[src/rtl/boot_memory_unit.sv]
// boot_memory_unit: 4-bit MAR plus 16x8 program RAM that sits behind the bootloader.
// After reset a clear sweep zeroes every RAM word, then the memory is served either
// to the bootloader (enable_bootload=1) or to the CPU bus control signals (MI/RI/RO).
// Optional feature macro: BOOT_CHECKSUM_EN adds a running checksum and write count
// of accepted bootloader writes.
module boot_memory_unit #(
  parameter int ADDR_W = 4,
  parameter int DATA_W = 8
) (
  input  logic              clk,
  input  logic              rst,
  input  logic              enable_bootload,
  input  logic [DATA_W-1:0] boot_data,
  input  logic              bootload_address,
  input  logic              bootload_ram,
  input  logic [DATA_W-1:0] bus_in,
  input  logic              mar_load,
  input  logic              ram_load,
  input  logic              ram_out,
  output logic [DATA_W-1:0] ram_data,
  output logic              bus_drive,
  output logic [ADDR_W-1:0] mar_value,
`ifdef BOOT_CHECKSUM_EN
  output logic [DATA_W-1:0] boot_checksum,
  output logic [ADDR_W:0]   boot_count,
`endif
  output logic              ready
);

  localparam int DEPTH = 1 << ADDR_W;

  typedef enum logic [0:0] {
    CLEAR = 1'b0,
    RUN   = 1'b1
  } state_t;

  state_t            state;
  logic [ADDR_W-1:0] clear_ptr;
  logic [ADDR_W-1:0] mar;
  logic [DATA_W-1:0] mem [DEPTH];

  logic              wr_en;
  logic [ADDR_W-1:0] wr_addr;
  logic [DATA_W-1:0] wr_data;
  logic              mar_ld;
  logic [ADDR_W-1:0] mar_next;

  // Select which port owns the write and MAR-load paths this cycle; the sweep overrides both ports.
  always_comb begin
    wr_en    = 1'b0;
    wr_addr  = mar;
    wr_data  = '0;
    mar_ld   = 1'b0;
    mar_next = mar;
    if (state == CLEAR) begin
      wr_en   = 1'b1;
      wr_addr = clear_ptr;
      wr_data = '0;
    end else if (enable_bootload) begin
      wr_en    = bootload_ram;
      wr_data  = boot_data;
      mar_ld   = bootload_address;
      mar_next = boot_data[ADDR_W-1:0];
    end else begin
      wr_en    = ram_load;
      wr_data  = bus_in;
      mar_ld   = mar_load;
      mar_next = bus_in[ADDR_W-1:0];
    end
  end

  // Sequencer: sweep pointer, MAR and the registered ready flag; reset restarts the sweep.
  always_ff @(posedge clk or posedge rst) begin
    if (rst) begin
      state     <= CLEAR;
      clear_ptr <= '0;
      mar       <= '0;
      ready     <= 1'b0;
    end else begin
      case (state)
        CLEAR: begin
          clear_ptr <= clear_ptr + 1'b1;
          if (clear_ptr == {ADDR_W{1'b1}}) begin
            state <= RUN;
            ready <= 1'b1;
          end
        end
        RUN: begin
          if (mar_ld) mar <= mar_next;
        end
        default: begin
          state <= CLEAR;
          ready <= 1'b0;
        end
      endcase
    end
  end

  // RAM array has no reset; the write uses the pre-edge MAR so a same-cycle address load cannot redirect it.
  always_ff @(posedge clk) begin
    if (wr_en) mem[wr_addr] <= wr_data;
  end

  assign mar_value = mar;
  assign ram_data  = ready ? mem[mar] : '0;
  assign bus_drive = ram_out & ~enable_bootload & ready;

`ifdef BOOT_CHECKSUM_EN
  localparam logic [ADDR_W:0] COUNT_MAX = (ADDR_W + 1)'(DEPTH);

  logic enable_q;
  logic boot_wr;
  logic boot_rise;

  assign boot_wr   = (state == RUN) && enable_bootload && bootload_ram;
  assign boot_rise = enable_bootload && !enable_q;

  // Checksum and count of accepted bootloader writes, restarted on each new bootload session.
  always_ff @(posedge clk or posedge rst) begin
    if (rst) begin
      enable_q      <= 1'b0;
      boot_checksum <= '0;
      boot_count    <= '0;
    end else begin
      enable_q <= enable_bootload;
      if (boot_rise) begin
        boot_checksum <= boot_wr ? boot_data : '0;
        boot_count    <= boot_wr ? (ADDR_W + 1)'(1) : '0;
      end else if (boot_wr) begin
        boot_checksum <= boot_checksum + boot_data;
        if (boot_count != COUNT_MAX) boot_count <= boot_count + 1'b1;
      end
    end
  end
`endif

endmodule

[config.mk]
export PLATFORM = sky130hd
export DESIGN_NAME = boot_memory_unit
export DESIGN_NICKNAME = d
export VERILOG_FILES = /design/src/rtl/boot_memory_unit.sv
export SDC_FILE = /design/constraint.sdc
export NUM_CORES = 1
export LEC_CHECK = 0
export CORE_UTILIZATION = 50
export CTS_CLUSTER_SIZE = 8
export DETAILED_ROUTE_END_ITERATION = 10
export GPL_ROUTABILITY_DRIVEN = 0
export PLACE_DENSITY_LB_ADDON = 0.2
export SYNTH_ARGS = -nofsm -noshare
export SYNTH_HDL_FRONTEND = slang
export SYNTH_SLANG_ARGS = --single-unit
[constraint.sdc]
create_clock -name clk -period 2.35 [get_ports clk]
set_input_delay 0.3525 -clock clk [delete_from_list [all_inputs] [get_ports clk]]
set_output_delay 0.3525 -clock clk [all_outputs]
set_load 0.01 [all_outputs]
## Word level (Yosys, flattened, before mapping)

Memory sizes are Yosys's and may differ from the RTL's.
Cells that the tools add are included.
W data, S select, Z words.

- Memory bits (writable): 128
- Output and inout port bits: 14
- Input port bits: 24
- Memories: 1
- Register bits after elaboration: 10

Memory list:

| memory | words | width | read ports | clocked after Yosys merged registers in | wr ports | line | source |
|---|---|---|---|---|---|---|---|
| mem | 16 | 8 | 1 | 0 | 1 | 40 | `logic [DATA_W-1:0] mem [DEPTH];` |

- Multiplexer cells: 13
- $add $sub $neg: 1
- Eq/ne operators: 1
- Bitwise operators: 4
- Reductions and logical operators: 2

Operator list:

| cell | count |
|---|---|
| $mux W8 | 3 |
| $mux W1 | 8 |
| $mux W4 | 2 |
| $add A4 B1 Y4 const B | 1 |
| $eq A4 B4 Y1 const B | 1 |
| $reduce_and A2 Y1 | 2 |
| $and A1 B1 Y1 | 2 |
| $not A1 Y1 | 2 |

## Depth between registers and ports, before layout

Gate-level depths: netlist of the first run.

- Depth in word-level cells: 4
- Mapped depth: 7
- Depth with buffers taken out: 4

## Worst setup path after synthesis of the first run

No wires, ideal clock.

- Path kind: register to register
- Start: register mar[0], in the netlist mar_value[0]
- End: memory mem[15][0] (enable)
- Path slack: 491 ps
- Cell stages (with the launch flop): 6
- Arrival time: 1489 ps
- Required time: 1980 ps
- Path buffers: 3
- Cells stage by stage: dfrtp_1 -> buf_6 -> buf_6 -> buf_2 -> a31oi_1 -> nor2_1

- Cells in the longest elaborated chain, start to end: 1

RTL lines:

| what | line | source |
|---|---|---|
| from (decl) | 39 | `logic [ADDR_W-1:0] mar;` |
| from (signal assigned) | 89 | `if (mar_ld) mar <= mar_next;` |
| $mux W4 | 55 | `if (state == CLEAR) begin` |
| to (decl) | 40 |  |

No other way between the ends.

## Worst setup path after layout of the first run

- Start: register mar[0], in the netlist mar_value[0]
- End: output port ram_data[6]

- Cells in the longest elaborated chain, start to end: 2

RTL lines:

| what | line | source |
|---|---|---|
| $mem_v2 Z16 W8 | -- |  |
| $mux W8 | 105 | `assign ram_data = ready ? mem[mar] : '0;` |
| to (decl) | 20 | `output logic [DATA_W-1:0] ram_data,` |

No other way between the ends.

==> results of run 1 <==
==> registers in the layout (all words and copies together), names as in the netlist <==
register	flops
mem	128
clear_ptr	4
mar_value	4
ready	1
state	1
==> metal layers <==
metal,global-route usage,up-vias,part of all wire
met4,0.0898,0,0.018
met2,0.376,159,0.49
met3,0.0729,18,0.066
met5,0,-,0
met1,0.316,1600,0.43
li1,-,1483,-
==> kinds of logic (layout without fill, tap and decap cells) <==
| logic type | count (synthesis) | in the layout | synth area share |
|---|---|---|---|
| buffers and inverters | 20 | 117 | 0.0239 |
| adders and majority gates | 1 | 1 | 0.00219 |
| xor gates and xnor gates | 3 | 3 | 0.00461 |
| DFF | 138 | 138 | 0.718 |
| muxes | 59 | 59 | 0.147 |
| and+or+nand+nor | 72 | 72 | 0.0553 |
| AOI/OAI and AO/OA | 41 | 41 | 0.0494 |
==> final timing paths <==
path                               from           end  slack, ps  cells past startpoint
max in group asynchronous           rst  mar_value[0]       1790                      2
hold reg to reg            clear_ptr[2]  clear_ptr[2]        510                      1
setup / recovery           mar_value[0]   ram_data[6]       -120                      5
min in group clk           clear_ptr[2]  clear_ptr[2]        510                      1
hold / removal                      rst  mar_value[3]        240                      2
setup reg to reg                  state     mem[5][1]        230                      4
==> power by group through the flow <==
| stage | clock network [uW] | logic [uW] | registers (uW) |
|---|---|---|---|
| 3_3_place_gp | 0 | 838 | 2850 |
| 5_1_grt | 2920 | 979 | 2810 |
| 4_1_cts | 2820 | 923 | 2810 |
| 6_report | 2790 | 911 | 2810 |
| 3_5_place_dp | 0 | 848 | 2850 |
| 2_1_floorplan | 0 | 469 | 2850 |
==> worst register-to-register path, cell delays in order (launching register included) <==
cell and delay, ps:
dfrtp_1 560, buf_4 270, nor3b_1 230, a31oi_1 90, nor2_1 600
==> layout make-up <==
| cell class | count | share of cell area |
|---|---|---|
| flip-flops and latches | 138 | 0.567 |
| multi-input cells | 176 | 0.212 |
| repair buffers | 82 | 0.108 |
| clock buffers | 19 | 0.0600 |
| clock inverters | 13 | 0.0267 |
| well taps | 140 | 0.0243 |
| inverters | 3 | 0.00156 |
==> repair_timing <==
item | in CTS | in global routing
cloned | 2 | 0
endpoints found under the setup margin | 8 | 8
pin swaps | 5 | 6
resized for setup | 58 | 4
setup buffers | 6 | 2
hold buffers | 0 | 0
==> cell usage in the layout (no fill, tap or decap), types with 3 or more instances in the layout <==
master / instances
a21oi_1: 6
a22o_1: 4
a22oi_1: 3
buf_12: 5
buf_2: 8
buf_4: 32
buf_6: 7
bufinv_16: 4
clkbuf_16: 17
clkdlybuf4s50_1: 29
clkinv_4: 5
dfrtp_1: 9
edfxtp_1: 128
inv_1: 3
mux2_2: 5
mux2i_1: 36
mux4_1: 4
mux4_2: 13
nand2_1: 22
nand3_1: 6
nor2_1: 27
nor2b_1: 10
o2111ai_2: 5
o21ai_0: 5
o21ai_1: 3
o31ai_1: 3
xnor2_1: 3
==> metrics by stage <==
| stage | setup WS, ps | setup TNS (ps) | hold slack (ps) | cells |
|---|---|---|---|---|
| 5_1_grt | -166 | -1170 | 278 | 571 |
| 4_1_cts | -131 | -791 | 245 | 571 |
| 6_report | -116 | -718 | 240 | 571 |
| 2_1_floorplan | 491 | 0 | 193 | 334 |
| 3_5_place_dp | -236 | -14400 | 501 | 533 |
| 3_3_place_gp | -105 | -6220 | 487 | 533 |
==> impl_metrics.env, run 1 <==
export IMPL_nFillCells=759
export IMPL_diodes=0
export IMPL_synth_edf_count=128
export IMPL_p_sw_uw=1520
export IMPL_clock_root_buffer="clkbuf_16"
export IMPL_synth_most_common_cell="edfxtp_1"
export IMPL_ir_worst_vdd_mv=0.554
export IMPL_synth_top_area_share=0.674
export IMPL_drive_gt1_frac=0.269
export IMPL_critical_path_slowest_cell="mux4_1"
export IMPL_initial_core_util=0.519
export IMPL_hold_viol_final=0
export IMPL_fp_dieW_um=109
export IMPL_dieArea_mm2=0.0118
export IMPL_clock_latency_ps=410
export IMPL_cp_start_kind="register"
export IMPL_synth_area_leaders="edfxtp_1, mux2i_1, dfrtp_1"
export IMPL_finalSetupViolCount=8
export IMPL_ant_nets=0
export IMPL_htree_num_levels=4
export IMPL_power_density_mw_per_mm2=902
export IMPL_p_int_uw=4990
export IMPL_combPwrFrac=0.140
export IMPL_rsz0062_at_grt="true"
export IMPL_antenna_found_initial=0
export IMPL_fin_ws_ps=-116
export IMPL_clock_path_buffers=2
export IMPL_fin_util=0.657
export IMPL_drv_slew=0
export IMPL_io_buffer_count=37
export IMPL_routed_wl_um=12600
export IMPL_cts_sinks=138
export IMPL_nets=443
export IMPL_cp_end_kind="output pin"
export IMPL_timing_critical_path_buf_inv=2
export IMPL_synthCells=334
export IMPL_core_mm2=0.0110
export IMPL_tightest_slew_ps=1300
export IMPL_cts_tree="built"
export IMPL_grt_pass1_vias=3443
export IMPL_hold_class="input port to async pin"
export IMPL_cp_max_fo=6
export IMPL_regArea_mm2=0.00410
export IMPL_p_leak_uw=0.00256
export IMPL_viasPerCell=5.71
export IMPL_worstSetupPathType="register to output pin"
export IMPL_violations="negative setup slack"
export IMPL_drt_wirelength_per_cell_um=22.0
export IMPL_pwr_share_seq=0.431
export IMPL_num_vias=3260
export IMPL_netlist_cell_type_count=34
export IMPL_drc=0
export IMPL_dr_pass1_iters=5
export IMPL_ys_seq_area_frac=0.718
export IMPL_dpl_instance_area_mm2=0.00645
export IMPL_async_flop_share=0.0725
export IMPL_min_period_ps=2470
export IMPL_synth_nets=359
export IMPL_cts_clk_slew_worst_paths_ps=60
export IMPL_grt_max_degree=28
export IMPL_status="finished with violations"
export IMPL_syn_to_final_growth_pct=26.6
export IMPL_slew_headroom=0.132
export IMPL_yosys_warnings=0
export IMPL_yosys_area_top_type="edfxtp_1"
export IMPL_fin_skew_ps=6.99
export IMPL_ios=38
export IMPL_rows=38
export IMPL_synth_common_cells="edfxtp_1, mux2i_1, nor2_1"
export IMPL_synth_cell_area_mm2=0.00570
export IMPL_worstPathArrival_ps=2110
export IMPL_fin_total_pwr_uw=6510
export IMPL_finalInstanceArea_mm2=0.00722
export IMPL_multi_input_area_mm2=0.00153
export IMPL_path_delay_family="multiplexers"
export IMPL_ys_ff_latch=138
export IMPL_slowest_delay_ps=610
export IMPL_drtIter0Drc=258
export IMPL_ys_flop_type="edfxtp_1"
export IMPL_maxCapViolCount=0
export IMPL_die_h_um=109
export IMPL_post_dp_hpwl_um=7990
export IMPL_clkPwrFrac=0.429
export IMPL_grt_pass1_wl_um=19700
export IMPL_crit_required_ps=2000
export IMPL_numCtsBuffers=17
export IMPL_path_cells="buf_12, mux4_1, mux2i_4, o21ai_2, buf_2"
export IMPL_p_sw_frac=0.233
export IMPL_max_clock_freq_ghz=0.406
export IMPL_post_route_period_util=1.05
export IMPL_grt_use_total=0.240
export IMPL_overflow=0
export IMPL_synth_avg_cell_area_um2=17.1
Note: power is estimated with default switching activity, not from simulation.
==> run 2: changes to the inputs <==
--- a/config.mk
+++ b/config.mk
@@ -6,6 +6,7 @@
 export NUM_CORES = 1
 export LEC_CHECK = 0
 export CORE_UTILIZATION = 50
+export CTS_BUF_LIST = sky130_fd_sc_hd__clkbuf_2
 export CTS_CLUSTER_SIZE = 8
 export DETAILED_ROUTE_END_ITERATION = 10
 export GPL_ROUTABILITY_DRIVEN = 0
==> constraint.sdc (replaced) <==
create_clock -name clk -period 3.15 [get_ports clk]
set_input_delay 0.4725 -clock clk [delete_from_list [all_inputs] [get_ports clk]]
set_output_delay 0.4725 -clock clk [all_outputs]
set_load 0.01 [all_outputs]
==> impl_metrics.env, run 2 (synthesis results as in run 1) <==
export IMPL_met3_usage=0.0640
export IMPL_largest_reg_flops=128
export IMPL_clock_latency_ps=660
export IMPL_combPwrFrac=0.166
export IMPL_htree_num_levels=4
export IMPL_numCtsBuffers=17
export IMPL_p_int_uw=2800
export IMPL_cp_max_fo=14
export IMPL_num_vias=3253
export IMPL_status="finished clean"
export IMPL_power_density_mw_per_mm2=562
export IMPL_initial_core_util=0.519
export IMPL_slew_headroom=0.193
export IMPL_p_sw_frac=0.258
export IMPL_path_cells="buf_12, mux4_2, o2111ai_2, o31ai_1, dlygate4sd2_1"
export IMPL_antenna_found_initial=0
export IMPL_crit_required_ps=2680
export IMPL_ios=38
export IMPL_holdBufCountCts=0
export IMPL_critical_path_slowest_cell="mux4_2"
export IMPL_core_mm2=0.0110
export IMPL_drtIter0Drc=352
export IMPL_timing_critical_path_buf_inv=2
export IMPL_post_route_period_util=0.956
export IMPL_routed_wl_um=12600
export IMPL_worstPathArrival_ps=2540
export IMPL_fp_dieW_um=109
export IMPL_hold_viol_final=0
export IMPL_slowest_delay_ps=530
export IMPL_overflow=0
export IMPL_dr_pass1_iters=6
export IMPL_worstSetupPathType="register to output pin"
export IMPL_drt_wirelength_per_cell_um=22.6
export IMPL_clkPwrFrac=0.278
export IMPL_grt_use_total=0.239
export IMPL_grt_pass1_wl_um=19200
export IMPL_cts_tree="built"
export IMPL_drive_gt1_frac=0.210
export IMPL_clock_path_buffers=2
export IMPL_hold_class="input port to async pin"
export IMPL_cts_clk_slew_worst_paths_ps=190
export IMPL_grt_max_degree=29
export IMPL_grt_use_met1=0.325
export IMPL_rsz0062_at_grt="false"
export IMPL_grt_use_met2=0.375
export IMPL_pwr_share_seq=0.556
export IMPL_fin_skew_ps=22.7
export IMPL_globalRoute_busiestLayer="met2"
export IMPL_finalInstanceArea_mm2=0.00672
export IMPL_top_register="mem"
export IMPL_ir_worst_vdd_mv=0.252
export IMPL_cp_end_kind="output pin"
export IMPL_path_delay_family="multiplexers"
export IMPL_timing_hold_ws_ps=75.3
export IMPL_layout_commonest_cell="edfxtp_1"
export IMPL_drv_slew=0
export IMPL_p_leak_uw=0.00237
export IMPL_cts_sinks=138
export IMPL_maxCapViolCount=0
export IMPL_tightest_slew_ps=1210
export IMPL_viasPerCell=5.82
export IMPL_clock_root_buffer="clkbuf_2"
export IMPL_fin_total_pwr_uw=3780
export IMPL_die_h_um=109
export IMPL_grt_pass1_vias=3347
export IMPL_layout_common_cells="edfxtp_1, mux2i_1, clkdlybuf4s50_1, nor2_1, buf_4"
export IMPL_min_period_ps=3010
export IMPL_dpl_instance_area_mm2=0.00634
export IMPL_ant_nets=0
export IMPL_nets=431
export IMPL_p_sw_uw=975
export IMPL_nFillCells=828
export IMPL_dieArea_mm2=0.0118
export IMPL_io_buffer_count=37
export IMPL_finalSetupViolCount=0
export IMPL_diodes=0
export IMPL_max_clock_freq_ghz=0.332
export IMPL_finalSetupTns_ps=0
export IMPL_syn_to_final_growth_pct=17.9
export IMPL_fin_util=0.612
export IMPL_cp_start_kind="register"
export IMPL_rows=38
export IMPL_post_dp_hpwl_um=7890
export IMPL_drc=0
-- run 2: stage by stage --
| stage | worst slack (ps) | cells |
|---|---|---|
| 2_1_floorplan | 1180 | 334 |
| 3_3_place_gp | 432 | 519 |
| 3_5_place_dp | 317 | 519 |
| 4_1_cts | -82.8 | 559 |
| 5_1_grt | 6.39 | 559 |
| 6_report | 140 | 559 |
-- run 2: worst paths after layout --
kind	cells past startpoint	endpoint	startpoint	slack, ps
hold reg to reg	1	clear_ptr[2]	clear_ptr[2]	520
setup reg to reg	1	mem[6][0]	state	830
min in group clk	3	mar_value[1]	bus_in[1]	520
setup / recovery	5	ram_data[1]	mar_value[0]	140
hold / removal	2	ready	rst	80
max in group asynchronous	2	mar_value[2]	rst	2740
-- run 2: final cells by class --
type	instances	area (um2)	area share
clock buffer	19	95.1	0.0141
sequential	138	4100	0.609
timing repair buffer	70	691	0.103
tap	140	175	0.0261
inverter	3	11.3	0.00167
clock inverter	13	153	0.0227
multi-input combinational	176	1500	0.223
-- run 2: repair_timing --
action / in CTS / in global routing
gates resized for setup: 13 / 4
endpoints found under the setup margin: 8 / 2
pin swaps: 0 / 0
setup buffers: 6 / 0
gates cloned: 2 / 0
-- run 2: layer usage --
metal | vias to the layer above | part of all wire | wire length (um)
met3 | 22 | 0.080 | 1010
met2 | 151 | 0.47 | 5970
met4 | 0 | 0.014 | 171
met1 | 1622 | 0.43 | 5460
met5 | - | 0 | 0
li1 | 1458 | - | -
-- run 2: power by group through the flow --
stage	combinational [uW]	clock, uW	sequential, uW
floorplan	350	0	2130
global placement	581	0	2140
detailed placement	587	0	2140
CTS	628	1060	2100
global route	673	1140	2110
finish	627	1050	2100
==> run 3: changes to the inputs <==
--- a/config.mk
+++ b/config.mk
@@ -5,12 +5,13 @@
 export SDC_FILE = /design/constraint.sdc
 export NUM_CORES = 1
 export LEC_CHECK = 0
+export ABC_CLOCK_PERIOD_IN_PS = 3150
 export CORE_UTILIZATION = 50
 export CTS_BUF_LIST = sky130_fd_sc_hd__clkbuf_2
 export CTS_CLUSTER_SIZE = 8
 export DETAILED_ROUTE_END_ITERATION = 10
 export GPL_ROUTABILITY_DRIVEN = 0
-export PLACE_DENSITY_LB_ADDON = 0.2
+export PLACE_DENSITY = 0.78
 export SYNTH_ARGS = -nofsm -noshare
 export SYNTH_HDL_FRONTEND = slang
 export SYNTH_SLANG_ARGS = --single-unit
==> impl_metrics.env, run 3 (synthesis results as in run 1) <==
export IMPL_syn_to_final_growth_pct=16.6
export IMPL_critical_path_slowest_cell="dfrtp_4"
export IMPL_cts_clk_slew_worst_paths_ps=210
export IMPL_reg2reg_depth=4
export IMPL_fp_dieW_um=109
export IMPL_regToRegSetupSlack_ps=460
export IMPL_p_leak_uw=0.00231
export IMPL_core_mm2=0.0110
export IMPL_routed_wl_um=12100
export IMPL_grt_use_total=0.224
export IMPL_post_route_period_util=0.967
export IMPL_finalSetupViolCount=0
export IMPL_clock_root_buffer="clkbuf_2"
export IMPL_path_cells="buf_4, buf_16, mux4_2, nor2_1, o31ai_2, dlygate4sd2_1"
export IMPL_cts_tree="built"
export IMPL_post_dp_hpwl_um=7840
export IMPL_slew_headroom=0.130
export IMPL_num_vias=3303
export IMPL_dieArea_mm2=0.0118
export IMPL_max_clock_freq_ghz=0.328
export IMPL_antenna_found_initial=1
export IMPL_io_buffer_count=37
export IMPL_drt_wirelength_per_cell_um=21.8
export IMPL_hold_viol_final=0
export IMPL_fin_total_pwr_uw=3700
export IMPL_timing_hold_ws_ps=25.8
export IMPL_fin_cells=553
export IMPL_min_period_ps=3050
export IMPL_dpl_instance_area_mm2=0.00624
export IMPL_die_h_um=109
export IMPL_largest_reg_flops=128
export IMPL_ir_worst_vdd_mv=0.224
export IMPL_clock_latency_ps=690
export IMPL_initial_core_util=0.519
export IMPL_viasPerCell=5.97
export IMPL_cp_end_kind="output pin"
export IMPL_cp_max_fo=11
export IMPL_cp_start_kind="register"
export IMPL_finalInstanceArea_mm2=0.00665
export IMPL_grt_pass1_vias=3435
export IMPL_ant_nets=0
export IMPL_status="finished clean"
export IMPL_slowest_delay_ps=550
export IMPL_drtIter0Drc=295
export IMPL_ios=38
export IMPL_fin_ws_ps=104
export IMPL_maxCapViolCount=0
export IMPL_overflow=0
export IMPL_numCtsBuffers=17
export IMPL_nets=424
export IMPL_cts_sinks=138
export IMPL_layout_common_cells="edfxtp_1, mux2i_1, clkdlybuf4s50_1, nor2_1, buf_4"
export IMPL_drc=0
export IMPL_worstPathArrival_ps=2570
export IMPL_grt_pass1_wl_um=18400
export IMPL_power_density_mw_per_mm2=556
export IMPL_worstSetupPathType="register to output pin"
export IMPL_fin_skew_ps=29.7
export IMPL_top_register="mem"
export IMPL_clock_path_buffers=2
export IMPL_grt_max_degree=29
export IMPL_dp_cells=508
export IMPL_rsz0062_at_grt="true"
export IMPL_crit_required_ps=2680
export IMPL_place_ws_ps=331
export IMPL_hold_class="input port to async pin"
export IMPL_layout_commonest_cell="edfxtp_1"
export IMPL_htree_num_levels=4
export IMPL_tightest_slew_ps=1300
export IMPL_rows=38
export IMPL_drv_slew=0
export IMPL_drive_gt1_frac=0.214
export IMPL_dr_pass1_iters=5
run 3: changes by cell type in the layout (fill, tap and decap cells not counted), moves of 2 or more:
cell,delta
o221ai_2,+2
clkinvlp_4,-4
dfrtp_2,-2
inv_6,+5
dlygate4sd2_1,-4
o221ai_1,-2
bufinv_16,-2
buf_4,-5
clkinv_1,-2
clkinv_4,+3
bufbuf_16,-2
clkdlybuf4s15_1,+3
run 3: path summary, 6_finish.rpt:
| check | from | endpoint |
|---|---|---|
| min | rst | mar_value[0] |
| min in group clk | bus_in[3] | mar_value[3] |
| max in group asynchronous | rst | mar_value[2] |
| min reg2reg | clear_ptr[2] | clear_ptr[2] |
| max | mar_value[0] | ram_data[4] |
| max reg2reg | state | mem[8][1] |
run 3: final cells by class:
type | count | area (um2)
Antenna cell | 1 | 2.50
Clock buffer | 17 | 85.1
Clock inverter | 15 | 141
Fill cell | 807 | 4340
Inverter | 3 | 11.3
Multi-Input combinational cell | 176 | 1540
Sequential cell | 138 | 4100
Tap cell | 140 | 175
Timing Repair Buffer | 63 | 597
run 3: critical path: cells and delay by family (launching register included):
family / cells / cell delay, ps
buf+inv: 3 / 610
flops: 1 / 550
mux: 1 / 510
simple gates: 1 / 130
compound gates: 1 / 90
run 3: through the flow:
stage | TNS, ps | util
after detailed placement | 0 | 0.568
final | 0 | 0.605
after global placement | 0 | 0.568
after CTS | 0 | 0.602
after global routing | -22.9 | 0.605
after floorplan | 0 | -
run 3: where the power goes:
part           total, uW  switching (uW)  internal (uW)
registers           2100            23.7           2080
logic                617             338            279
clock network        979             677            303
run 3: repair_timing:
action | 4_1_cts | 5_1_grt
gates cloned | 1 | 0
resized for setup | 21 | 12
pin swaps | 0 | 2
hold buffers | 0 | 0
buffers inserted | 9 | 2
endpoints found under the setup margin | 8 | 5
run 3: layer usage:
layer,wire [um],GRT usage,vias up
met1,4670,0.289,1662
met5,0,0,-
met4,242,0.0994,0
met2,6130,0.360,170
li1,-,-,1448
met3,1040,0.0556,23
